===== src/rtl/rgb2hsv_pipe_if.sv =====
// Pixel/sync bus of the RGB-to-HSV converter: video source drives the inputs,
// the converter (slave) returns HSV plus delayed syncs.
interface rgb2hsv_pipe_if #(
   parameter int DW = 8
);
   logic          ce;
   logic          de_in;
   logic          hsync_in;
   logic          vsync_in;
   logic [DW-1:0] red;
   logic [DW-1:0] green;
   logic [DW-1:0] blue;
   logic [DW-1:0] H;
   logic [DW-1:0] S;
   logic [DW-1:0] V;
   logic          de_out;
   logic          hsync_out;
   logic          vsync_out;

   modport master (
      output ce, de_in, hsync_in, vsync_in, red, green, blue,
      input  H, S, V, de_out, hsync_out, vsync_out
   );

   modport slave (
      input  ce, de_in, hsync_in, vsync_in, red, green, blue,
      output H, S, V, de_out, hsync_out, vsync_out
   );
endinterface


===== src/rtl/rgb2hsv_pipe.sv =====
// Fully pipelined RGB-to-HSV converter, latency DW+4 enabled cycles, with
// bit-serial restoring dividers for exact floored hue and saturation.
module rgb2hsv_pipe #(
   parameter int DW         = 8,
   parameter int HUE_SCALE  = 255,
   parameter int BLANK_ZERO = 1
) (
   input logic           clk,
   input logic           rst,
   rgb2hsv_pipe_if.slave bus
);
   localparam int LAT = DW + 4;
   localparam int W   = 2 * DW + 4;
   localparam int NW  = DW + 3;
   localparam logic [W-1:0] HS_W   = W'(HUE_SCALE);
   localparam logic [W-1:0] SMAX_W = {{(W-DW){1'b0}}, {DW{1'b1}}};
   localparam logic [W-1:0] ONE_W  = {{(W-1){1'b0}}, 1'b1};

   logic [DW-1:0]  r1_q, r1_d, g1_q, g1_d, b1_q, b1_d;
   logic [LAT-1:0] de_sr_q, de_sr_d, hs_sr_q, hs_sr_d, vs_sr_q, vs_sr_d;

   logic [1:0]     sel;
   logic [DW-1:0]  pmax, pmin;
   logic [NW-1:0]  r_x, g_x, b_x, d_x, n_x;
   logic [DW-1:0]  mx2_q, mx2_d, d2_q, d2_d;
   logic [NW-1:0]  n2_q, n2_d;

   logic [NW-1:0]  d2_x, six_d;
   logic [W-1:0]   h_sh, s_sh;
   logic [DW-1:0][W-1:0] h_rem_q, h_rem_d, h_div_q, h_div_d;
   logic [DW-1:0][W-1:0] s_rem_q, s_rem_d, s_div_q, s_div_d;
   logic [DW:0][DW-1:0]  h_quo_q, h_quo_d, s_quo_q, s_quo_d, mx_q, mx_d;
   logic [DW:0]          hz_q, hz_d, sz_q, sz_d;

   logic           blank;
   logic [DW-1:0]  h_out_q, h_out_d, s_out_q, s_out_d, v_out_q, v_out_d;

   // Input capture and sync delay line
   always_comb begin
      r1_d    = r1_q;
      g1_d    = g1_q;
      b1_d    = b1_q;
      de_sr_d = de_sr_q;
      hs_sr_d = hs_sr_q;
      vs_sr_d = vs_sr_q;
      if (bus.ce) begin
         r1_d    = bus.red;
         g1_d    = bus.green;
         b1_d    = bus.blue;
         de_sr_d = {de_sr_q[LAT-2:0], bus.de_in};
         hs_sr_d = {hs_sr_q[LAT-2:0], bus.hsync_in};
         vs_sr_d = {vs_sr_q[LAT-2:0], bus.vsync_in};
      end else begin
         r1_d = r1_q;
      end
   end

   // Max/min with R>G>B tie priority; numerator folded into 0..6d-1
   always_comb begin
      if (r1_q >= g1_q && r1_q >= b1_q) begin
         sel  = 2'd0;
         pmax = r1_q;
         pmin = (g1_q < b1_q) ? g1_q : b1_q;
      end else if (g1_q >= b1_q) begin
         sel  = 2'd1;
         pmax = g1_q;
         pmin = (r1_q < b1_q) ? r1_q : b1_q;
      end else begin
         sel  = 2'd2;
         pmax = b1_q;
         pmin = (r1_q < g1_q) ? r1_q : g1_q;
      end
      r_x = {3'b000, r1_q};
      g_x = {3'b000, g1_q};
      b_x = {3'b000, b1_q};
      d_x = {3'b000, pmax - pmin};
      case (sel)
         2'd0:    n_x = (g1_q >= b1_q) ? (g_x - b_x) : (g_x + (d_x << 2) + (d_x << 1) - b_x);
         2'd1:    n_x = (d_x << 1) + b_x - r_x;
         default: n_x = (d_x << 2) + r_x - g_x;
      endcase
      mx2_d = mx2_q;
      d2_d  = d2_q;
      n2_d  = n2_q;
      if (bus.ce) begin
         mx2_d = pmax;
         d2_d  = pmax - pmin;
         n2_d  = n_x;
      end else begin
         n2_d = n2_q;
      end
   end

   // Dividend/divisor setup, then one quotient bit per stage, MSB first
   always_comb begin
      h_rem_d = h_rem_q;
      h_div_d = h_div_q;
      s_rem_d = s_rem_q;
      s_div_d = s_div_q;
      h_quo_d = h_quo_q;
      s_quo_d = s_quo_q;
      hz_d    = hz_q;
      sz_d    = sz_q;
      mx_d    = mx_q;
      d2_x    = {3'b000, d2_q};
      six_d   = (d2_x << 2) + (d2_x << 1);
      h_sh    = '0;
      s_sh    = '0;
      if (bus.ce) begin
         h_rem_d[0] = {{(W-NW){1'b0}}, n2_q} * HS_W;
         h_div_d[0] = (d2_q == '0) ? ONE_W : {{(W-NW){1'b0}}, six_d};
         s_rem_d[0] = {{(W-DW){1'b0}}, d2_q} * SMAX_W;
         s_div_d[0] = (mx2_q == '0) ? ONE_W : {{(W-DW){1'b0}}, mx2_q};
         hz_d[0]    = (d2_q == '0);
         sz_d[0]    = (mx2_q == '0);
         mx_d[0]    = mx2_q;
         h_quo_d[0] = '0;
         s_quo_d[0] = '0;
         for (int j = 1; j < DW; j++) begin
            h_sh       = h_div_q[j-1] << (DW - j);
            s_sh       = s_div_q[j-1] << (DW - j);
            h_div_d[j] = h_div_q[j-1];
            s_div_d[j] = s_div_q[j-1];
            hz_d[j]    = hz_q[j-1];
            sz_d[j]    = sz_q[j-1];
            mx_d[j]    = mx_q[j-1];
            h_quo_d[j] = h_quo_q[j-1];
            s_quo_d[j] = s_quo_q[j-1];
            if (h_rem_q[j-1] >= h_sh) begin
               h_rem_d[j]          = h_rem_q[j-1] - h_sh;
               h_quo_d[j][DW - j]  = 1'b1;
            end else begin
               h_rem_d[j] = h_rem_q[j-1];
            end
            if (s_rem_q[j-1] >= s_sh) begin
               s_rem_d[j]          = s_rem_q[j-1] - s_sh;
               s_quo_d[j][DW - j]  = 1'b1;
            end else begin
               s_rem_d[j] = s_rem_q[j-1];
            end
         end
         // Last stage only needs the LSB decision; its remainder is discarded
         h_quo_d[DW]    = h_quo_q[DW-1];
         h_quo_d[DW][0] = (h_rem_q[DW-1] >= h_div_q[DW-1]);
         s_quo_d[DW]    = s_quo_q[DW-1];
         s_quo_d[DW][0] = (s_rem_q[DW-1] >= s_div_q[DW-1]);
         hz_d[DW]       = hz_q[DW-1];
         sz_d[DW]       = sz_q[DW-1];
         mx_d[DW]       = mx_q[DW-1];
      end else begin
         h_sh = '0;
         s_sh = '0;
      end
   end

   // Output stage: degenerate-input zeroing and blanking on the aligned de
   always_comb begin
      blank   = (BLANK_ZERO != 0) && !de_sr_q[LAT-2];
      h_out_d = h_out_q;
      s_out_d = s_out_q;
      v_out_d = v_out_q;
      if (bus.ce) begin
         if (blank) begin
            h_out_d = '0;
            s_out_d = '0;
            v_out_d = '0;
         end else begin
            h_out_d = hz_q[DW] ? '0 : h_quo_q[DW];
            s_out_d = sz_q[DW] ? '0 : s_quo_q[DW];
            v_out_d = mx_q[DW];
         end
      end else begin
         v_out_d = v_out_q;
      end
   end

   // Pipeline registers, cleared asynchronously
   always_ff @(posedge clk or posedge rst) begin
      if (rst) begin
         r1_q    <= '0;
         g1_q    <= '0;
         b1_q    <= '0;
         de_sr_q <= '0;
         hs_sr_q <= '0;
         vs_sr_q <= '0;
         mx2_q   <= '0;
         d2_q    <= '0;
         n2_q    <= '0;
         h_rem_q <= '0;
         h_div_q <= '0;
         s_rem_q <= '0;
         s_div_q <= '0;
         h_quo_q <= '0;
         s_quo_q <= '0;
         hz_q    <= '0;
         sz_q    <= '0;
         mx_q    <= '0;
         h_out_q <= '0;
         s_out_q <= '0;
         v_out_q <= '0;
      end else begin
         r1_q    <= r1_d;
         g1_q    <= g1_d;
         b1_q    <= b1_d;
         de_sr_q <= de_sr_d;
         hs_sr_q <= hs_sr_d;
         vs_sr_q <= vs_sr_d;
         mx2_q   <= mx2_d;
         d2_q    <= d2_d;
         n2_q    <= n2_d;
         h_rem_q <= h_rem_d;
         h_div_q <= h_div_d;
         s_rem_q <= s_rem_d;
         s_div_q <= s_div_d;
         h_quo_q <= h_quo_d;
         s_quo_q <= s_quo_d;
         hz_q    <= hz_d;
         sz_q    <= sz_d;
         mx_q    <= mx_d;
         h_out_q <= h_out_d;
         s_out_q <= s_out_d;
         v_out_q <= v_out_d;
      end
   end

   assign bus.H         = h_out_q;
   assign bus.S         = s_out_q;
   assign bus.V         = v_out_q;
   assign bus.de_out    = de_sr_q[LAT-1];
   assign bus.hsync_out = hs_sr_q[LAT-1];
   assign bus.vsync_out = vs_sr_q[LAT-1];
endmodule


===== src/flat_wrapper.sv =====
// flat-port wrapper written by rule: the top's interface ports become plain ports
module rgb2hsv_pipe_flat 
#(
   parameter int DW         = 8,
   parameter int HUE_SCALE  = 255,
   parameter int BLANK_ZERO = 1
)
  (clk, rst, bus_ce, bus_de_in, bus_hsync_in, bus_vsync_in, bus_red, bus_green, bus_blue, bus_H, bus_S, bus_V, bus_de_out, bus_hsync_out, bus_vsync_out);
  rgb2hsv_pipe_if #(.DW(DW)) bus_i ();
  input logic clk;
  input logic rst;
  input wire logic [$bits(bus_i.ce)-1:0] bus_ce;
  input wire logic [$bits(bus_i.de_in)-1:0] bus_de_in;
  input wire logic [$bits(bus_i.hsync_in)-1:0] bus_hsync_in;
  input wire logic [$bits(bus_i.vsync_in)-1:0] bus_vsync_in;
  input wire logic [$bits(bus_i.red)-1:0] bus_red;
  input wire logic [$bits(bus_i.green)-1:0] bus_green;
  input wire logic [$bits(bus_i.blue)-1:0] bus_blue;
  output wire logic [$bits(bus_i.H)-1:0] bus_H;
  output wire logic [$bits(bus_i.S)-1:0] bus_S;
  output wire logic [$bits(bus_i.V)-1:0] bus_V;
  output wire logic [$bits(bus_i.de_out)-1:0] bus_de_out;
  output wire logic [$bits(bus_i.hsync_out)-1:0] bus_hsync_out;
  output wire logic [$bits(bus_i.vsync_out)-1:0] bus_vsync_out;
  assign bus_i.ce = bus_ce;
  assign bus_i.de_in = bus_de_in;
  assign bus_i.hsync_in = bus_hsync_in;
  assign bus_i.vsync_in = bus_vsync_in;
  assign bus_i.red = bus_red;
  assign bus_i.green = bus_green;
  assign bus_i.blue = bus_blue;
  assign bus_H = bus_i.H;
  assign bus_S = bus_i.S;
  assign bus_V = bus_i.V;
  assign bus_de_out = bus_i.de_out;
  assign bus_hsync_out = bus_i.hsync_out;
  assign bus_vsync_out = bus_i.vsync_out;
  rgb2hsv_pipe #(.DW(DW), .HUE_SCALE(HUE_SCALE), .BLANK_ZERO(BLANK_ZERO)) u_core (.clk(clk), .rst(rst), .bus(bus_i));
endmodule

===== config.mk =====
export PLATFORM = sky130hd
export DESIGN_NAME = rgb2hsv_pipe_flat
export DESIGN_NICKNAME = d
export VERILOG_FILES = /design/src/rtl/rgb2hsv_pipe_if.sv /design/src/rtl/rgb2hsv_pipe.sv /design/src/flat_wrapper.sv
export SDC_FILE = /design/constraint.sdc
export NUM_CORES = 2
export LEC_CHECK = 0
export CAP_MARGIN = 20
export CORE_ASPECT_RATIO = 1.4
export CORE_UTILIZATION = 42
export CTS_CLUSTER_SIZE = 24
export DETAILED_ROUTE_END_ITERATION = 16
export DONT_BUFFER_PORTS = 1
export HOLD_SLACK_MARGIN = 0.06
export PLACE_DENSITY = 0.66
export SYNTH_ARGS = -nofsm -noshare
export SYNTH_HDL_FRONTEND = slang
export SYNTH_SLANG_ARGS = --single-unit

===== constraint.sdc =====
create_clock -name clk -period 34.7 [get_ports clk]
set_input_delay 10.41 -clock clk [delete_from_list [all_inputs] [get_ports clk]]
set_output_delay 10.41 -clock clk [all_outputs]
set_load 0.01 [all_outputs]

**Word level (Yosys, flattened, before mapping)**

Index checks and enable logic that the tools add are counted.

- Bits in registers: 908
- Input port bits: 30
- Output and inout bits: 27
- Word-level logic and storage cells: 170

- Add/sub/neg operators: 24
- Multipliers: 2
- Magnitude comparators: 22
- Equality and inequality tests: 1
- Mux-type cells: 46
- Reductions and logical operators: 4

Operators by type and width:

| kind | number |
|---|---|
| 20-bit greater-or-equal comparator | 14 |
| 20-bit two-way mux | 14 |
| 20-bit subtractor | 12 |
| 8-bit two-way mux | 13 |
| 11-bit by 8-bit subtractor with 11-bit output | 3 |
| 8-bit greater-or-equal comparator | 3 |
| 8-bit < comparator | 3 |
| 11-bit two-way mux | 2 |
| 11-bit case mux with 2 select lines | 1 |
| 16-bit by 20-bit greater-or-equal comparator with 1-bit output | 1 |
| 19-bit by 20-bit greater-or-equal comparator with 1-bit output | 1 |
| 16-bit by 20-bit subtractor with 20-bit output | 1 |
| 19-bit by 20-bit subtractor with 20-bit output | 1 |
| 11-bit by 8-bit multiplier with 19-bit output, second input constant | 1 |
| 8-bit zero test | 2 |
| 8-bit by 8-bit multiplier with 16-bit output, second input constant | 1 |
| 1-bit two-way mux | 14 |
| 10-bit by 8-bit adder with 11-bit output | 1 |
| 10-bit by 9-bit adder with 11-bit output | 1 |
| 11-bit by 9-bit adder with 11-bit output | 1 |
| 8-bit by 10-bit adder with 11-bit output | 1 |
| 9-bit by 8-bit adder with 10-bit output | 1 |
| 8-bit by 8-bit subtractor with 9-bit output | 1 |
| 8-bit subtractor | 1 |
| other kinds (4) | 5 |

**Depth between registers and ports, before layout**

- Depth after elaboration: 10
- Depth in mapped cells: 31
- Mapped depth without buffers: 30

**Worst setup path after synthesis**

Ideal clock, no wire load.

- Kind: in2reg
- Start: input port bus_ce
- End: register u_core.de_sr_q[0]
- Library setup time: 125 ps
- Arrival: 11918 ps
- Required time: 34575 ps
- Slack: 22657 ps
- Stages: 5
- Path buffers: 4
- Cell sequence: clkbuf_1 -> clkbuf_1 -> clkbuf_1 -> buf_1 -> mux2_2

RTL lines:

| element | line | source |
|---|---|---|
| start: declaration | flat_wrapper.sv:12 | `input wire logic [$bits(bus_i.ce)-1:0] bus_ce;` |
| end signal: assignment | rgb2hsv_pipe.sv:205 | `de_sr_q <= de_sr_d;` |
| end: declaration | rgb2hsv_pipe.sv:20 | `logic [LAT-1:0] de_sr_q, de_sr_d, hs_sr_q, hs_sr_d, vs_sr_q, vs_sr_d;` |

No word-level cell between the ends.

==> metrics.md <==
| Metric | Value |
|---|---|
| Status | complete, but fails checks |
| Failing checks | max-slew violations |
| Setup TNS | 0 ns |
| Top cell type by total area after synthesis | dfrtp_1 |
| Reg-to-Reg Start | u_core.b1_q[7] |
| Wirelength per Cell | 15.9 um |
| Grt ovf | 0 |
| Largest net degree at the start of global routing | 1110 |
| Critical path startpoint category | primary input |
| Clock skew | 0.0231 ns |
| CTS buffer count | 76 |
| Combinational family with the most area after synthesis | compound AO/OA/AOI/OAI gates |
| H-tree Lvls | 3 |
| Routed wire length | 92700 um |
| # DRC | 0 |
| Die area | 106000 sq um |
| Period utilization | 0.424 |
| Number of global-route vias before repair | 31400 |
| CTS root buf | clkbuf_16 |
| Post-CTS resize count | 0 |
| Core footprint | 103000 sq um |
| CTS sink count | 732 |
| Area contributors post-synth | dfrtp_1, ha_1, mux2_2 |
| Multiplexer area fraction after synthesis | 0.0865 |
| Final hold vios | 0 |
| Final setup violation count | 0 |
| Share of layout cells above drive strength 1 | 0.104 |
| CTS tree | built |
| Fmax | 0.0679 GHz |
| Syn nets | 4958 |
| Post-synthesis register bit count | 732 |
| Critical Path End Type | flip-flop |
| Clock transition at path regs | 0.06 ns |
| # Post-CTS Setup Buffers | 0 |
| Area growth syn-to-layout | 8.81% |
| Via Count | 30900 |
| DR pass1 iterations | 5 |
| Yosys Warn Count | 0 |
| Worst r2r dst | u_core.n2_q[10] |
| 1st-iter DRT viols | 1919 |
| Post-DRT Antenna Nets | 0 |
| Final slew viol count | 777 |
| Rows | 139 |
| XOR/XNOR Fraction of Synth Area | 0.0329 |
| MaxCap Viol Count | 0 |
| Initial Utilization | 0.426 |
| Post-synth ARST share | 1.00 |
| EDFF count, synth | 0 |
| First-pass GRT wire length | 157000 um |
| WS Path Type | in -> reg |
| Endpoint of the worst hold path | u_core.h_div_q[128] |
| Die height | 384 um |
| Commonest cells after routing, fill and taps aside | dfrtp_1, inv_1, nor2_1 |
| Hold Path Depth | 2 |
| Syn Inst Count | 4508 |
| # port buffers | 0 |
| Worst EP required | 35.24 ns |
| Clock Latency Late Sink | 0.64 ns |
| Synth Area in Compound Gates | 0.142 |
| Longest Clk Path Bufs | 3 |
| Synth top area share | 0.417 |
| Vias/cell | 5.29 |
| Synth Area in Adders | 0.139 |
| Post-Syn Area | 43900 sq um |
| Hold crit path type | reg -> reg |
| Worst hold slack | 0.478 ns |
| Initial antenna violation count | 1 |
| Synthesized area per cell | 9.74 sq um |
| Slew @ Worst Pin | 3.65 ns |
| Crit path max fanout | 1109 |
| Synth cell types | 92 |
| Post-DP HPWL | 67000 um |
| Max-slew headroom | -1.43 |
| Chip Width | 275 um |
| Final net count | 4892 |
| Commonest non-fill, non-tap cell in the layout | dfrtp_1 |
| Dominant synthesized flop cell | dfrtp_1 |
| Synth Area in Simple Gates | 0.129 |
| Gr usage total | 0.179 |
| FF-to-FF setup slack | 27.11 ns |
| RePlAce Congestion | 0.909 |
| RSZ-0062 raised after global routing | false |
| Sequential-to-total area share from yosys stat | 0.417 |
| I/O Pins | 57 |
| Fin crit period | 14.73 ns |
| Hold path startpoint | u_core.h_div_q[108] |
| Worst EP arrival | 15.27 ns |
| Cts-stage hold buffer count | 0 |
| Worst r2r path cells | 25 |
-- cell usage after synthesis, drive strengths merged, types with 19 or more instances --
master   instances
nand2          378
a31oi           42
buf             22
nor2           410
nand3           44
nor3            82
xor2            49
o211ai          27
nand4           30
a21o            53
nor4            32
o31a            19
nand4b          20
mux2           282
or3             43
a211oi          20
o21ai          351
xnor2          116
nand2b          21
dfrtp          732
fa             115
o21a            31
a21boi          39
mux2i           62
a21oi          306
nor2b           64
ha             305
o2bb2ai         19
clkbuf         144
o22ai           19
inv            443
-- cells by family after synthesis --
group,after synthesis
buf+inv,610
mux,344
compound gates,1030
flops,732
simple gates,1207
xor+xnor,165
fa+ha+maj,420
-- worst max-delay path: stages --
cell and delay (ns):
inv_2 1.82, buf_4 0.65, a31oi_1 0.15, o311ai_0 0.19, o22ai_1 0.16, nor3b_1 0.22
-- worst max path at each step --
stage | endpoint | depth (start not counted) | startpoint | slack, ns
2_1_floorplan | u_core.b1_q[0] | 1 | rst | 3.75
3_3_place_gp | u_core.s_quo_q[22] | 4 | rst | 21.00
4_1_cts | u_core.mx_q[47] | 4 | rst | 21.66
3_5_place_dp | u_core.mx_q[63] | 4 | rst | 20.98
6_report | u_core.n2_q[8] | 6 | bus_ce | 19.97
5_1_grt | u_core.de_sr_q[0] | 5 | rst | 21.64
-- per-layer routing --
metal  global-route usage  share of wire  wire [um]  up-vias
li1                     -              -          -    15500
met1                0.209           0.42      38500    14800
met2                0.328           0.52      48100      379
met3               0.0212          0.026       2380      185
met4               0.0768          0.040       3760        0
met5                    0              0          0        -
-- final cells by class --
cell class	instances	area, sq um
fillers	9617	55400
multi-input cells	3166	23300
flip-flops and latches	732	18300
clock buffers	109	2220
well taps	1339	1680
inverters	444	1670
clock inverters	28	388
repair buffers	22	198
diodes	1	2.50
-- registers in the layout, summed over array words and instances (netlist names), 9 cells and up --
register,cells
u_core.de_sr_q,12
u_core.h_div_q,80
u_core.h_quo_q,36
u_core.h_rem_q,159
u_core.hs_sr_q,12
u_core.hz_q,9
u_core.mx_q,72
u_core.n2_q,11
u_core.s_div_q,64
u_core.s_quo_q,36
u_core.s_rem_q,156
u_core.sz_q,9
u_core.vs_sr_q,12
-- through the flow --
step	area, sq um	utilization	cells	setup slack [ns]
finish	47800	0.463	5841	19.97
global route	47800	0.463	5841	21.64
CTS	47700	0.463	5839	21.66
detailed placement	45100	0.438	5702	20.98
global placement	45100	0.438	5702	21.00
floorplan	43900	-	4508	3.75
Power is not shown: default switching activity piles up to over one toggle a cycle in this logic, so the estimate is an artifact.
